<file path="src/rtl/alu_arbiter.sv">
// Two-requester front end for a single shared combinational ALU.
// It accepts one operation at a time, runs it through the ALU for one cycle,
// and then holds the result until the owning requester consumes it.
module alu_arbiter #(
    parameter int unsigned PRIO_MODE = 0
) (
    input  logic        clk,
    input  logic        rst_n,
    input  logic        req0_valid,
    input  logic        req1_valid,
    output logic        req0_ready,
    output logic        req1_ready,
    input  logic [5:0]  req0_alucode,
    input  logic [5:0]  req1_alucode,
    input  logic [31:0] req0_rs1,
    input  logic [31:0] req0_rs2,
    input  logic [31:0] req1_rs1,
    input  logic [31:0] req1_rs2,
    output logic        resp0_valid,
    output logic        resp1_valid,
    input  logic        resp0_ready,
    input  logic        resp1_ready,
    output logic [31:0] resp_result,
    output logic        resp_br_taken,
    output logic [5:0]  alu_alucode,
    output logic [31:0] alu_rs1,
    output logic [31:0] alu_rs2,
    input  logic [31:0] alu_result,
    input  logic        alu_br_taken,
    output logic        busy
);

    localparam int unsigned DW = 32;
    localparam int unsigned CW = 6;

    typedef enum logic [1:0] {
        IDLE = 2'd0,
        EXEC = 2'd1,
        RESP = 2'd2
    } state_t;

    state_t        state;
    state_t        state_nxt;
    logic          id_q;
    logic          last_q;
    logic [CW-1:0] code_q;
    logic [DW-1:0] rs1_q;
    logic [DW-1:0] rs2_q;
    logic [DW-1:0] result_q;
    logic          br_q;
    logic          gnt0;
    logic          gnt1;
    logic          accept;
    logic          resp_done;

    // Grant select: requester 1 wins only alone, or on a round-robin tie after requester 0
    always_comb begin
        gnt1 = req1_valid && (!req0_valid || ((PRIO_MODE == 0) && !last_q));
        gnt0 = req0_valid && !gnt1;
    end

    // Next state, ready handshakes and ALU drive
    always_comb begin
        state_nxt   = state;
        req0_ready  = 1'b0;
        req1_ready  = 1'b0;
        alu_alucode = '0;
        alu_rs1     = '0;
        alu_rs2     = '0;
        accept      = 1'b0;
        resp_done   = id_q ? resp1_ready : resp0_ready;
        case (state)
            IDLE: begin
                req0_ready = gnt0 && rst_n;
                req1_ready = gnt1 && rst_n;
                accept     = gnt0 || gnt1;
                if (accept) begin
                    state_nxt = EXEC;
                end
            end
            EXEC: begin
                alu_alucode = code_q;
                alu_rs1     = rs1_q;
                alu_rs2     = rs2_q;
                state_nxt   = RESP;
            end
            RESP: begin
                if (resp_done) begin
                    state_nxt = IDLE;
                end
            end
            default: state_nxt = IDLE;
        endcase
    end

    // Response side is a pure function of the registered state
    always_comb begin
        resp0_valid   = (state == RESP) && !id_q;
        resp1_valid   = (state == RESP) && id_q;
        resp_result   = (state == RESP) ? result_q : '0;
        resp_br_taken = (state == RESP) && br_q;
        busy          = (state != IDLE);
    end

    // State register
    always_ff @(posedge clk or negedge rst_n) begin
        if (!rst_n) begin
            state <= IDLE;
        end else begin
            state <= state_nxt;
        end
    end

    // Operand latch on acceptance, result capture at the end of EXEC
    always_ff @(posedge clk or negedge rst_n) begin
        if (!rst_n) begin
            id_q     <= 1'b0;
            last_q   <= 1'b1;
            code_q   <= '0;
            rs1_q    <= '0;
            rs2_q    <= '0;
            result_q <= '0;
            br_q     <= 1'b0;
        end else begin
            if (accept) begin
                id_q   <= gnt1;
                last_q <= gnt1;
                code_q <= gnt1 ? req1_alucode : req0_alucode;
                rs1_q  <= gnt1 ? req1_rs1 : req0_rs1;
                rs2_q  <= gnt1 ? req1_rs2 : req0_rs2;
            end
            if (state == EXEC) begin
                result_q <= alu_result;
                br_q     <= alu_br_taken;
            end
        end
    end

endmodule
</file>
<file path="config.mk">
export PLATFORM = sky130hd
export DESIGN_NAME = alu_arbiter
export DESIGN_NICKNAME = d
export VERILOG_FILES = /design/src/rtl/alu_arbiter.sv
export SDC_FILE = /design/constraint.sdc
export NUM_CORES = 1
export LEC_CHECK = 0
export CORE_MARGIN = 2
export CORE_UTILIZATION = 39
export CTS_BUF_LIST = sky130_fd_sc_hd__clkbuf_2 sky130_fd_sc_hd__clkbuf_4 sky130_fd_sc_hd__clkbuf_8
export DETAILED_ROUTE_END_ITERATION = 6
export PLACE_DENSITY = 0.74
export SYNTH_ARGS = -nofsm -noshare
export SYNTH_HDL_FRONTEND = slang
export SYNTH_SLANG_ARGS = --single-unit
</file>
<file path="constraint.sdc">
create_clock -name clk -period 4.2 [get_ports clk]
set_clock_uncertainty 0.1 [all_clocks]
set_input_delay 0.42 -clock clk [delete_from_list [all_inputs] [get_ports clk]]
set_output_delay 0.42 -clock clk [all_outputs]
set_load 0.02 [all_outputs]
</file>
==> impl.org, run 1 <==
** Clocking
- Clock tree from TritonCTS :: built
- For the worst-skew pair, the clock arrives at the later sink with an insertion delay of 360 ps.
- The H-tree was split into 3 levels.
- CTS-repair resized insts :: 0
- # Post-CTS Setup Buffers :: 0
- Maximum count of clock buffers along a single path :: 2
- The root buffer cell chosen for the clock tree is sky130_fd_sc_hd__clkbuf_8.
- Count of hold buffers inserted by post-cts repair :: 1
- Sink Count :: 107
- Buffers inserted during clock tree synthesis total 9.
- After clock tree synthesis, the clock-pin slew on the worst setup and hold paths is 100 ps.

** Setup path
- STA classifies the critical path endpoint as an output port.
- Critical path buffer and inverter count :: 1
- Reg2Reg Launch Point :: state[1]$_DFFE_PN0P_
- CP top delay family :: simple AND/OR/NAND/NOR gates
- The worst register-to-register path has a depth of 4.
- The largest individual stage delay along the critical path comes from the cell sky130_fd_sc_hd__nor2b_2.
- For flop-to-flop paths, the worst setup slack is 1810 ps.
- The largest single stage delay on the critical path is 850 ps.
- Critical path launch point type :: flip-flop
- Worst Path Required :: 3680 ps
- Crit path max fanout :: 36
- Startpoint-to-endpoint class of the critical path :: reg2out
- List of cells traversed by the critical path :: nor2b_2 -> and2_1 -> clkdlybuf4s50_1
- Reg-to-reg endpoint :: rs1_q[5]$_DFFE_PN0P_
- At the worst endpoint, the arrival time is 2520 ps.

** Die
- Measured along the y axis, the die boundary spans 129.2 um.
- For this configuration, the core starts out at a cell density of 0.4007.
- Horizontal die dimension :: 129.2 um
- After floorplanning, the core was sized to cover 0.01526 mm^2.
- The die covers 0.01669 mm^2.
- Number of core rows :: 45
- 287 I/O pins were placed.

** STA
- Number of hold-slack violations in the final timing report :: 0
- Setup total negative slack on the finished layout was measured at 0 ps.
- The worst pin sits at a relative slew slack of 0.3125.
- Static timing analysis puts the maximum clock frequency at 329.3 MHz.
- Transition time at the pin with the least slew margin :: 1027 ps
- The max-slew violation count was 0.
- Minimum clock period :: 3037 ps
- In the finished design, the share of the clock period the worst path needs comes to 0.7230.
- Setup violations remaining at the end of the flow were counted as 0.
- RSZ-0062 raised after global routing :: false

** Routing
- Final routed wirelength across all metal layers :: 15.03 mm
- Using the TritonRoute via totals, the vias-per-cell ratio works out to 4.589.
- Vias :: 4222
- Antenna Violating Nets Remaining :: 0
- Before antenna repair, the detailed router went through 4 iterations.
- After detailed routing, the average wire length per cell comes to 16.34 um.
- In the routed design, unresolved DRC markers number 0.
- Count of routing violations after the opening detailed-route iteration :: 115

** Pwr
- Clk network pwr share :: 0.109
- Of the total power, combinational logic draws 0.575.
- For this design the ratio of total power to cell area is 629.7 mW/mm^2.
- For this design the static power due to leakage is 4.069 nW.
- The analysis attributes to net switching a power of 2.020 mW.
- Sequential cell fraction of total power :: 0.315
- Of the total power, the share spent switching nets is 0.3450.
- Power comes to 5.855 mW.
- Internal power comes to 3.835 mW.
- Peak supply drop :: 0.3138 mV

** Global route
- Aggregate global-route resource usage :: 0.1750
- Number of antenna violations at the first check in global routing :: 0
- GRT overflow :: 0
- Entering global routing, the biggest net connects 59 pins.
- The first global-routing pass estimated 22.76 mm of wire.
- Vias in the first global route :: 4415

** Final layout
- The area growth from synthesis to layout is 52.09%.
- At the end of the flow, the number of nets in the layout was 883.
- The finished cells cover 0.009298 mm^2.
- Non-Filler Instances :: 920
- Core Util, Final :: 0.6093
- Proportion of layout cells with a drive suffix above 1 :: 0.2835
- Count of inserted antenna diode cells :: 0

** Synthesis
- Yosys mapped the design onto 22 distinct sky130hd cell types.
- Synth async-reset ratio :: 1.000
- In this run, synthesis produced a sequential element count of 107.
- Synthesis produced a netlist with a net count of 610.
- Portion of the post-synthesis area used by sequential elements :: 0.4382
- The most used flip-flop cell after synthesis is sky130_fd_sc_hd__dfrtp_1.
- Netlist Area Pre-Place :: 0.006113 mm^2
- A synthesized cell averages 14.18 um^2.
- Counting every instance in the synthesized netlist gives 431.
- Yosys printed 0 warnings.
- The synthesized design contains 0 enable-type register cells.

** Min path
- Instance count along the most critical hold path :: 1
- The startpoint identified for the worst hold timing path is rs2_q[29]$_DFFE_PN0P_.
- Min-delay worst type :: reg2reg
- The path with the worst hold slack has its endpoint at rs2_q[29]$_DFFE_PN0P_.

** Placed design
- Number of port buffers :: 286
- Number of cells in the design after placement :: 903
- In this run the cell area measured after placement is 0.009085 mm^2.
- Final weighted congestion in routability-driven placement :: 0.7610
- Summed over all nets, the half-perimeter wirelength after detailed placement is 11.39 mm.

** Job
- The tool flagged a number of max-cap violations equal to 0.

** Status
- The flow ran to the end, and the final reports show no timing, DRC or antenna violations.
-- stage by stage --
step	setup slack (ps)	hold WS [ps]
final	1163	406.5
after global routing	965.0	422.5
after CTS	1105	409.7
after detailed placement	1538	384.5
after global placement	1613	379.8
after floorplan	2408	24.41
-- registers in the layout, indices dropped and copies added (netlist names) --
register / cells
id_q: 1
last_q: 1
state: 2
rs2_q: 32
rs1_q: 32
br_q: 1
code_q: 6
result_q: 32
-- kinds of logic after synthesis --
kind of cell	count (synthesis)	share of synthesized area
AND/OR/NAND/NOR	111	0.1128
buffers and inverters	33	0.03950
flip-flops	107	0.4382
multiplexers	174	0.4026
AO/OA/AOI/OAI	6	0.006960
-- cells in the mapped netlist (all sizes together) (2+ instances only) --
cell type,count,area [um^2]
mux2,173,2451
dfrtp,106,2653
inv,2,7.510
buf,20,192.7
clkbuf,11,41.29
nor2,2,7.510
nor2b,2,12.51
and2,105,656.9
-- layout by cell type (no fill, tap or decap), types with 2 or more instances in the layout --
cell type / n
sky130_fd_sc_hd__mux2_2: 39
sky130_fd_sc_hd__and2_1: 105
sky130_fd_sc_hd__clkdlybuf4s50_1: 285
sky130_fd_sc_hd__clkbuf_8: 10
sky130_fd_sc_hd__inv_1: 2
sky130_fd_sc_hd__mux2_4: 134
sky130_fd_sc_hd__nor2_1: 2
sky130_fd_sc_hd__clkinv_2: 2
sky130_fd_sc_hd__clkinv_4: 2
sky130_fd_sc_hd__dfrtp_1: 106
sky130_fd_sc_hd__buf_4: 6
-- layer usage --
metal,share of wire,GRT usage,up-vias
met5,0,0,-
met4,0.016,0.04923,0
met3,0.081,0.05326,18
met2,0.51,0.3164,170
met1,0.39,0.1999,2022
li1,-,-,2012
-- final cells by class --
class	instances	area, um^2
inverters	2	7.507
flip-flops and latches	107	2679
multi-input cells	291	3217
fillers	1219	5961
repair buffers	293	2928
clock buffers	10	137.6
well taps	211	264.0
clock inverters	6	65.06
-- power groups by stage --
stage	clock network (mW)	registers [mW]	logic [mW]
2_1_floorplan	0	1.75	2.30
3_3_place_gp	0	1.84	3.35
3_5_place_dp	0	1.86	3.41
4_1_cts	0.667	1.85	3.42
5_1_grt	0.703	1.91	3.59
6_report	0.641	1.84	3.37
-- how the worst max path moves through the flow --
stage                                    start  depth (start not counted)              end  slack (ps)
final                     state[1]$_DFFE_PN0P_                          3  resp_result[17]        1160
after CTS                 state[1]$_DFFE_PN0P_                          3  resp_result[17]        1110
after floorplan             last_q$_DFFE_PN1P_                          4       req0_ready        2410
after global placement    state[1]$_DFFE_PN0P_                          3  resp_result[17]        1610
after global routing      state[1]$_DFFE_PN0P_                          3  resp_result[17]         960
after detailed placement  state[1]$_DFFE_PN0P_                          3  resp_result[17]        1540
Note: power is estimated with default switching activity, not from simulation.
==> inputs of run 2 (changes only) <==
clock period = 3.1 ns   (was 4.2 ns; I/O delays follow)
==> run 2 against run 1 <==
  * Clock-buffer cell count rose by 5
  * Design area grew 0.67%
  * Highest routed layer unchanged
  * Critical path depth is 1 higher
  * Worst hold slack worse by 100 ps
  * Critical endpoint is now alu_rs1[14]
  * Power increased by 37%
==> impl.org, run 2 (synthesis gave the netlist of run 1 again) <==
** Status
- Outcome :: finished clean

** Final layout
- # nets final :: 886
- Area occupied by multi-input gates :: 0.003217 mm^2
- Summing all flip-flop and latch instances after layout gives 0.002679 mm^2.
- Leaving out fill and tap cells, the most frequent cell in the layout is sky130_fd_sc_hd__clkdlybuf4s50_1.
- Core Util, Final :: 0.6134
- In the layout the commonest cells are sky130_fd_sc_hd__clkdlybuf4s50_1, sky130_fd_sc_hd__mux2_4, sky130_fd_sc_hd__dfrtp_1.
- The number of antenna diodes in the final layout is 0.
- # fillers :: 1248
- Of the cells placed in the final design, the portion with a size suffix greater than 1 is 0.2865.
- Non-Filler Instances :: 923
- Final Cell Area :: 0.009360 mm^2
- Area grow syn2layout :: 53.11%
- In the final layout, the registers with the most flip-flops are result_q (32), rs1_q (32), rs2_q (32).

** Setup path
- The most critical setup path has its startpoint at state[1]$_DFFE_PN0P_.
- Critical path launch point type :: flip-flop
- In this run the worst path has a maximum fanout of 56.
- The worst setup path is captured at an output port.
- Critical path buffer and inverter count :: 2
- The critical path is of the reg2out type.
- Walking the worst path, the cells encountered are nor2b_4 -> buf_4 -> and2_1 -> clkdlybuf4s50_1.
- Worst Path Required :: 2690 ps
- At the worst endpoint, the arrival time is 2240 ps.
- In this run the number of cells on the critical path is 4.
- Peak per-stage delay on the critical path :: 630 ps
- The worst register-to-register path begins at state[1]$_DFFE_PN0P_.
- The number of cells on the worst reg-to-reg path is 4.
- Following the worst setup path forward leads to its endpoint at alu_rs1[14].
- The cell family contributing the most delay on the critical path is buffers and inverters.
- CP max-delay cell :: sky130_fd_sc_hd__clkdlybuf4s50_1
- The endpoint identified for the worst register-to-register timing path is rs1_q[7]$_DFFE_PN0P_.
- Setup slack on the worst reg-to-reg path comes out at 1060 ps.

** Clocking
- Depth of the CTS H-tree :: 3
- CTS-repair resized insts :: 0
- The later pin in the worst-skew pair is clocked with a latency of 370 ps.
- Clock tree synthesis inserted a total of 9 buffers.
- After clock tree synthesis, the setup repair step added 0 buffers.
- Sink Count :: 107
- Clock-pin slew on the worst setup and hold paths :: 100 ps
- Count of hold buffers inserted by post-cts repair :: 1
- Clock tree from TritonCTS :: built
- In this run the deepest clock path goes through 2 buffers.
- CTS placed an instance of sky130_fd_sc_hd__clkbuf_8 at the clock tree root.

** Global route
- The total overflow left after global routing is 0.
- For this run, the total global-route usage over all layers was measured as 0.1798.
- The first global-routing pass estimated 22.96 mm of wire.
- The number of global-route vias before repair is 4424.
- The number of antenna violations at the first check in global routing is 0.
- Largest net degree at the start of global routing :: 73

** Pwr
- Power per cell area :: 856.8 mW/mm^2
- The completed layout was analyzed and its total power is 8.019 mW.
- Peak supply drop :: 0.5422 mV
- Static Leak :: 4.106 nW

** STA
- Rel. slew slack :: 0.5617
- Setup repair after global routing left no endpoint under its margin.
- In the finished design, the share of the clock period the worst path needs comes to 0.8538.
- F_max :: 377.8 MHz
- The number of hold violations in the final report is 0.
- At the pin with the least slew margin, the transition time is 657.5 ps.
- Final Max Tran Viols :: 0
- Setup Total Neg Slack :: 0 ps
- Final setup violation count :: 0
- The clock period could shrink to 2647 ps.

** Die
- During I/O placement, the number of pins put on the boundary was 287.
- The floorplan step defined a core boundary enclosing 0.01526 mm^2.
- The initial utilization of the core area, before any placement, comes to 0.4007.
- Area enclosed by the die boundary :: 0.01669 mm^2
- Measured along the y axis, the die boundary spans 129.2 um.
- Number of core rows :: 45
- The floorplan step set the die width to 129.2 um.

** Routing
- In this run, the number of DRC markers left after iteration 0 of detailed routing was 108.
- DRC violation count after routing :: 0
- Vias :: 4264
- The detail route stage leaves a number of antenna-violating nets equal to 0.
- Final routed wirelength across all metal layers :: 15.22 mm
- Detailed-router iteration count before antenna repair :: 4
- Dividing the detail-routed wire length by the instance count gives 16.49 um.
- After detailed routing, the number of vias per cell comes to 4.620.

** Placed design
- Number of cells in the design after placement :: 906
- Area after detailed placement :: 0.009133 mm^2
- Port buffering added 286 buffers.
- At the end of routability-driven placement, the weighted congestion stood at 0.7448.
- Dpl hpwl :: 11.59 mm

** Job
- Max-cap violations in this run came to 0.

** Min path
- Min-delay worst type :: in2async
-- run 2: cell types whose count changed in the layout (fill, tap and decap cells not counted) --
cell and change:
sky130_fd_sc_hd__clkinv_4 -2, sky130_fd_sc_hd__buf_4 +1, sky130_fd_sc_hd__clkinv_2 -2, sky130_fd_sc_hd__clkinvlp_4 -1, sky130_fd_sc_hd__clkbuf_8 +2, sky130_fd_sc_hd__buf_12 +2, sky130_fd_sc_hd__clkbuf_4 +3
-- run 2: worst min path at each step --
stage	startpoint	endpoint	slack (ps)
finish	rst_n	id_q$_DFFE_PN0P_	300
global route	rst_n	id_q$_DFFE_PN0P_	310
CTS	rst_n	state[0]$_DFFE_PN0P_	290
detailed placement	rst_n	state[0]$_DFFE_PN0P_	170
global placement	rst_n	state[1]$_DFFE_PN0P_	160
floorplan	rst_n	br_q$_DFFE_PN0N_	-90
-- run 2: metal layers --
metal | track usage | wire, um | part of all wire
met4 | 0.06841 | 286 | 0.019
met1 | 0.2053 | 5983 | 0.39
met3 | 0.04789 | 1129 | 0.074
met5 | 0 | 0 | 0
met2 | 0.3217 | 7824 | 0.51
-- run 2: worst reg2reg max path, stage by stage, from the launching register on --
cell and delay, ps:
sky130_fd_sc_hd__dfrtp_1 430, sky130_fd_sc_hd__nor2_1 320, sky130_fd_sc_hd__o21a_4 200, sky130_fd_sc_hd__buf_12 360, sky130_fd_sc_hd__mux2_2 540
-- run 2: where the power goes --
group          internal, mW  total [mW]  switching (mW)
combinational          2.70        4.61            1.91
sequential             2.13        2.49           0.363
clock                 0.468       0.920           0.452
-- run 2: per-stage QoR --
step	worst slack, ps	hold WS [ps]
6_report	453.2	301.9
3_5_place_dp	790.5	173.2
3_3_place_gp	808.0	165.0
2_1_floorplan	1376	-85.59
5_1_grt	293.2	310.8
4_1_cts	397.0	293.1
-- run 2: final cells by class --
type | count | area share
clock buffer | 15 | 0.02005
multi-input combinational | 291 | 0.3437
tap | 211 | 0.02820
clock inverter | 1 | 0.003208
sequential | 107 | 0.2862
timing repair buffer | 296 | 0.3179
inverter | 2 | 0.0008020
==> inputs of run 3 (changes only) <==
clock period = 2.9 ns   (was 3.1 ns; I/O delays follow)
==> run 3 against run 2 <==
  * Register-to-register slack lost 220 ps
  * Combinational power grew 7.8%
  * Flip-flop and latch count is the same
  * Clock power grew 13%
  * Worst hold slack gained 100 ps
  * Power grew 8.1%
  * Final cell count is the same
  * Sequential share of layout area shrank 0.16 points
  * Worst setup slack lost 160 ps
  * Global-route usage shrank 0.51 points
  * Utilization grew 0.34 points
  * Largest cell class unchanged
  * Largest power group unchanged
==> impl.org, run 3 (synthesis gave the netlist of run 1 again) <==
** Routing
- The count of nets left with antenna violations once routing finished came out at 0.
- Count of routing violations after the opening detailed-route iteration :: 68
- Drt wl/cell :: 16.17 um
- Summed over all layers, the routed wires come to 14.93 mm.
- Detailed-router iteration count before antenna repair :: 4
- DRC violation count after routing :: 0
- Dividing the detail-routed via count by the number of cells gives 4.575.
- Vias :: 4223

** STA
- Rel. slew slack :: 0.5257
- Minimum clock period :: 2612 ps
- For this run, the top clock speed supported by timing is 382.9 MHz.
- Summed over all failing endpoints, the final setup total negative slack is 0 ps.
- Setup slack after layout :: 288.3 ps
- The number of hold violations in the final report is 0.
- Transition time at the pin with the least slew margin :: 711.4 ps
- Final setup violation count :: 0
- Hold Slack :: 405.3 ps
- Setup repair after global routing left no endpoint under its margin.
- Final Max Tran Viols :: 0
- In the finished design, the share of the clock period the worst path needs comes to 0.9006.

** Clocking
- Depth of the CTS H-tree :: 3
- Clock latency on the worst-skew pair, taken at its later pin, is 360 ps.
- Clock-pin slew was measured on the worst setup and hold paths at 90 ps.
- The tree is rooted in a sky130_fd_sc_hd__clkbuf_8.
- Count of hold buffers inserted by post-cts repair :: 1
- # Post-CTS Setup Buffers :: 0
- Maximum count of clock buffers along a single path :: 2
- TritonCTS built the clock tree.
- Number of CTS-inserted buffers :: 9
- In this run, post-CTS repair resized a total of 0 instances.
- Clock tree synthesis found a total of 107 sinks.

** Final layout
- Commonest non-fill, non-tap cells in the layout :: sky130_fd_sc_hd__clkdlybuf4s50_1, sky130_fd_sc_hd__mux2_4, sky130_fd_sc_hd__dfrtp_1
- Final Cell Area :: 0.009412 mm^2
- At the end of the flow the core is filled with cells to 0.6168.
- Most common cell after layout, fill and taps aside :: sky130_fd_sc_hd__clkdlybuf4s50_1
- The final layout contains 886 nets.
- The largest registers in the layout are result_q (32), rs1_q (32), rs2_q (32).
- Fill cells in the final layout number 1224.
- Of the cells placed in the final design, the portion with a size suffix greater than 1 is 0.2865.
- The number of antenna diodes in the final layout is 0.
- Compared with the post-synthesis result, the final layout area differs by 53.95%.

** Placed design
- Routability-driven placement finished with a final weighted congestion of 0.7681.
- Buffers placed on the I/O ports in this run total 286.
- Before CTS, the worst setup slack after placement is 627.6 ps.
- Dpl hpwl :: 11.26 mm
- The placed instances occupy a cell area of 0.009170 mm^2.

** Pwr
- Dividing total power by cell area gives a power density of 920.9 mW/mm^2.
- Peak supply drop :: 0.4957 mV
- The share of total power dissipated in the clock network is 0.120.
- The analysis attributes to net switching a power of 2.922 mW.
- Cell internal power was estimated by the tool at 5.745 mW.
- In this run the static leakage power is 4.119 nW.
- Sequential cell fraction of total power :: 0.307
- The share of total power dissipated in combinational logic is 0.573.
- Of the total power, the share spent switching nets is 0.3371.

** Die
- Floorplan die height :: 129.2 um
- I/O pin count :: 287
- Number of core rows :: 45
- The core region is 0.01526 mm^2.
- Initial Utilization :: 0.4007
- The die covers 0.01669 mm^2.
- Horizontal die dimension :: 129.2 um

** Setup path
- In this run the worst path has a maximum fanout of 23.
- CP max-delay cell :: sky130_fd_sc_hd__clkdlybuf4s50_1
- Data on the critical path is required at its endpoint by 2510 ps.
- Arr. time, crit path :: 2220 ps
- List of cells traversed by the critical path :: nor2b_2 -> buf_12 -> and2_1 -> clkdlybuf4s50_1
- Peak per-stage delay on the critical path :: 610 ps
- The worst setup path is launched from a flip-flop.
- Critical path endpoint category :: output port
- The worst setup path is of the reg2out kind.

** Status
- The flow ran to the end, and the final reports show no timing, DRC or antenna violations.

** Min path
- Min-delay worst type :: reg2reg

** Global route
- Global-route wire length before repair :: 22.79 mm
- Vias in the first global route :: 4495
- Number of antenna violations at the first check in global routing :: 0
- GRT overflow :: 0
- Entering global routing, the biggest net connects 105 pins.
- For this run, the total global-route usage over all layers was measured as 0.1747.

** Job
- Max cap viols :: 0
run 3: changes by cell type in the layout (fill, tap and decap cells not counted), sizes merged:
cell,change
clkbuf,-3
clkinv,+1
clkinvlp,+1
bufinv,+1
run 3: path summary, 6_finish.rpt:
| path | from | end | slack, ps | cells after the start |
|---|---|---|---|---|
| min reg2reg | result_q[19]$_DFFE_PN0N_ | result_q[19]$_DFFE_PN0N_ | 410 | 1 |
| max | state[1]$_DFFE_PN0P_ | resp_result[17] | 290 | 4 |
| max in group asynchronous | rst_n | code_q[4]$_DFFE_PN0P_ | 1650 | 3 |
| max reg2reg | state[0]$_DFFE_PN0P_ | rs2_q[30]$_DFFE_PN0P_ | 840 | 4 |
| min | result_q[19]$_DFFE_PN0N_ | result_q[19]$_DFFE_PN0N_ | 410 | 1 |
| min in group asynchronous | rst_n | result_q[9]$_DFFE_PN0N_ | 550 | 3 |
run 3: stage by stage:
| stage | power, mW | std cells |
|---|---|---|
| 5_1_grt | 9.171 | 923 |
| 3_3_place_gp | 7.597 | 906 |
| 6_report | 8.667 | 923 |
| 3_5_place_dp | 7.700 | 906 |
| 4_1_cts | 8.781 | 923 |
| 2_1_floorplan | 5.870 | 431 |
run 3: power groups by stage:
stage / sequential, mW / clock, mW / combinational, mW
5_1_grt: 2.76 / 1.13 / 5.28
4_1_cts: 2.67 / 1.07 / 5.04
2_1_floorplan: 2.53 / 0 / 3.34
6_report: 2.66 / 1.04 / 4.97
3_5_place_dp: 2.68 / 0 / 5.02
3_3_place_gp: 2.65 / 0 / 4.94
run 3: per-layer routing:
metal	wire length [um]	GRT usage	up-vias
met5	0	0	-
met4	344	0.07161	0
met3	1143	0.04707	22
met2	7490	0.3040	174
met1	5948	0.2043	2011
li1	-	-	2016
run 3: worst max-delay path, delay by kind of cell (launching register included):
kind / cells / cell delay (ps)
buffers and inverters: 2 / 820
flip-flops: 1 / 420
AND/OR/NAND/NOR: 2 / 630
run 3: cell type report:
cell class | instances | area (um^2) | area share
Tap cell | 211 | 264.0 | 0.02805
Clock inverter | 4 | 72.57 | 0.007711
Clock buffer | 12 | 158.9 | 0.01688
Inverter | 2 | 7.507 | 0.0007977
Multi-Input combinational cell | 291 | 3217 | 0.3418
Sequential cell | 107 | 2679 | 0.2846
Timing Repair Buffer | 296 | 3013 | 0.3201
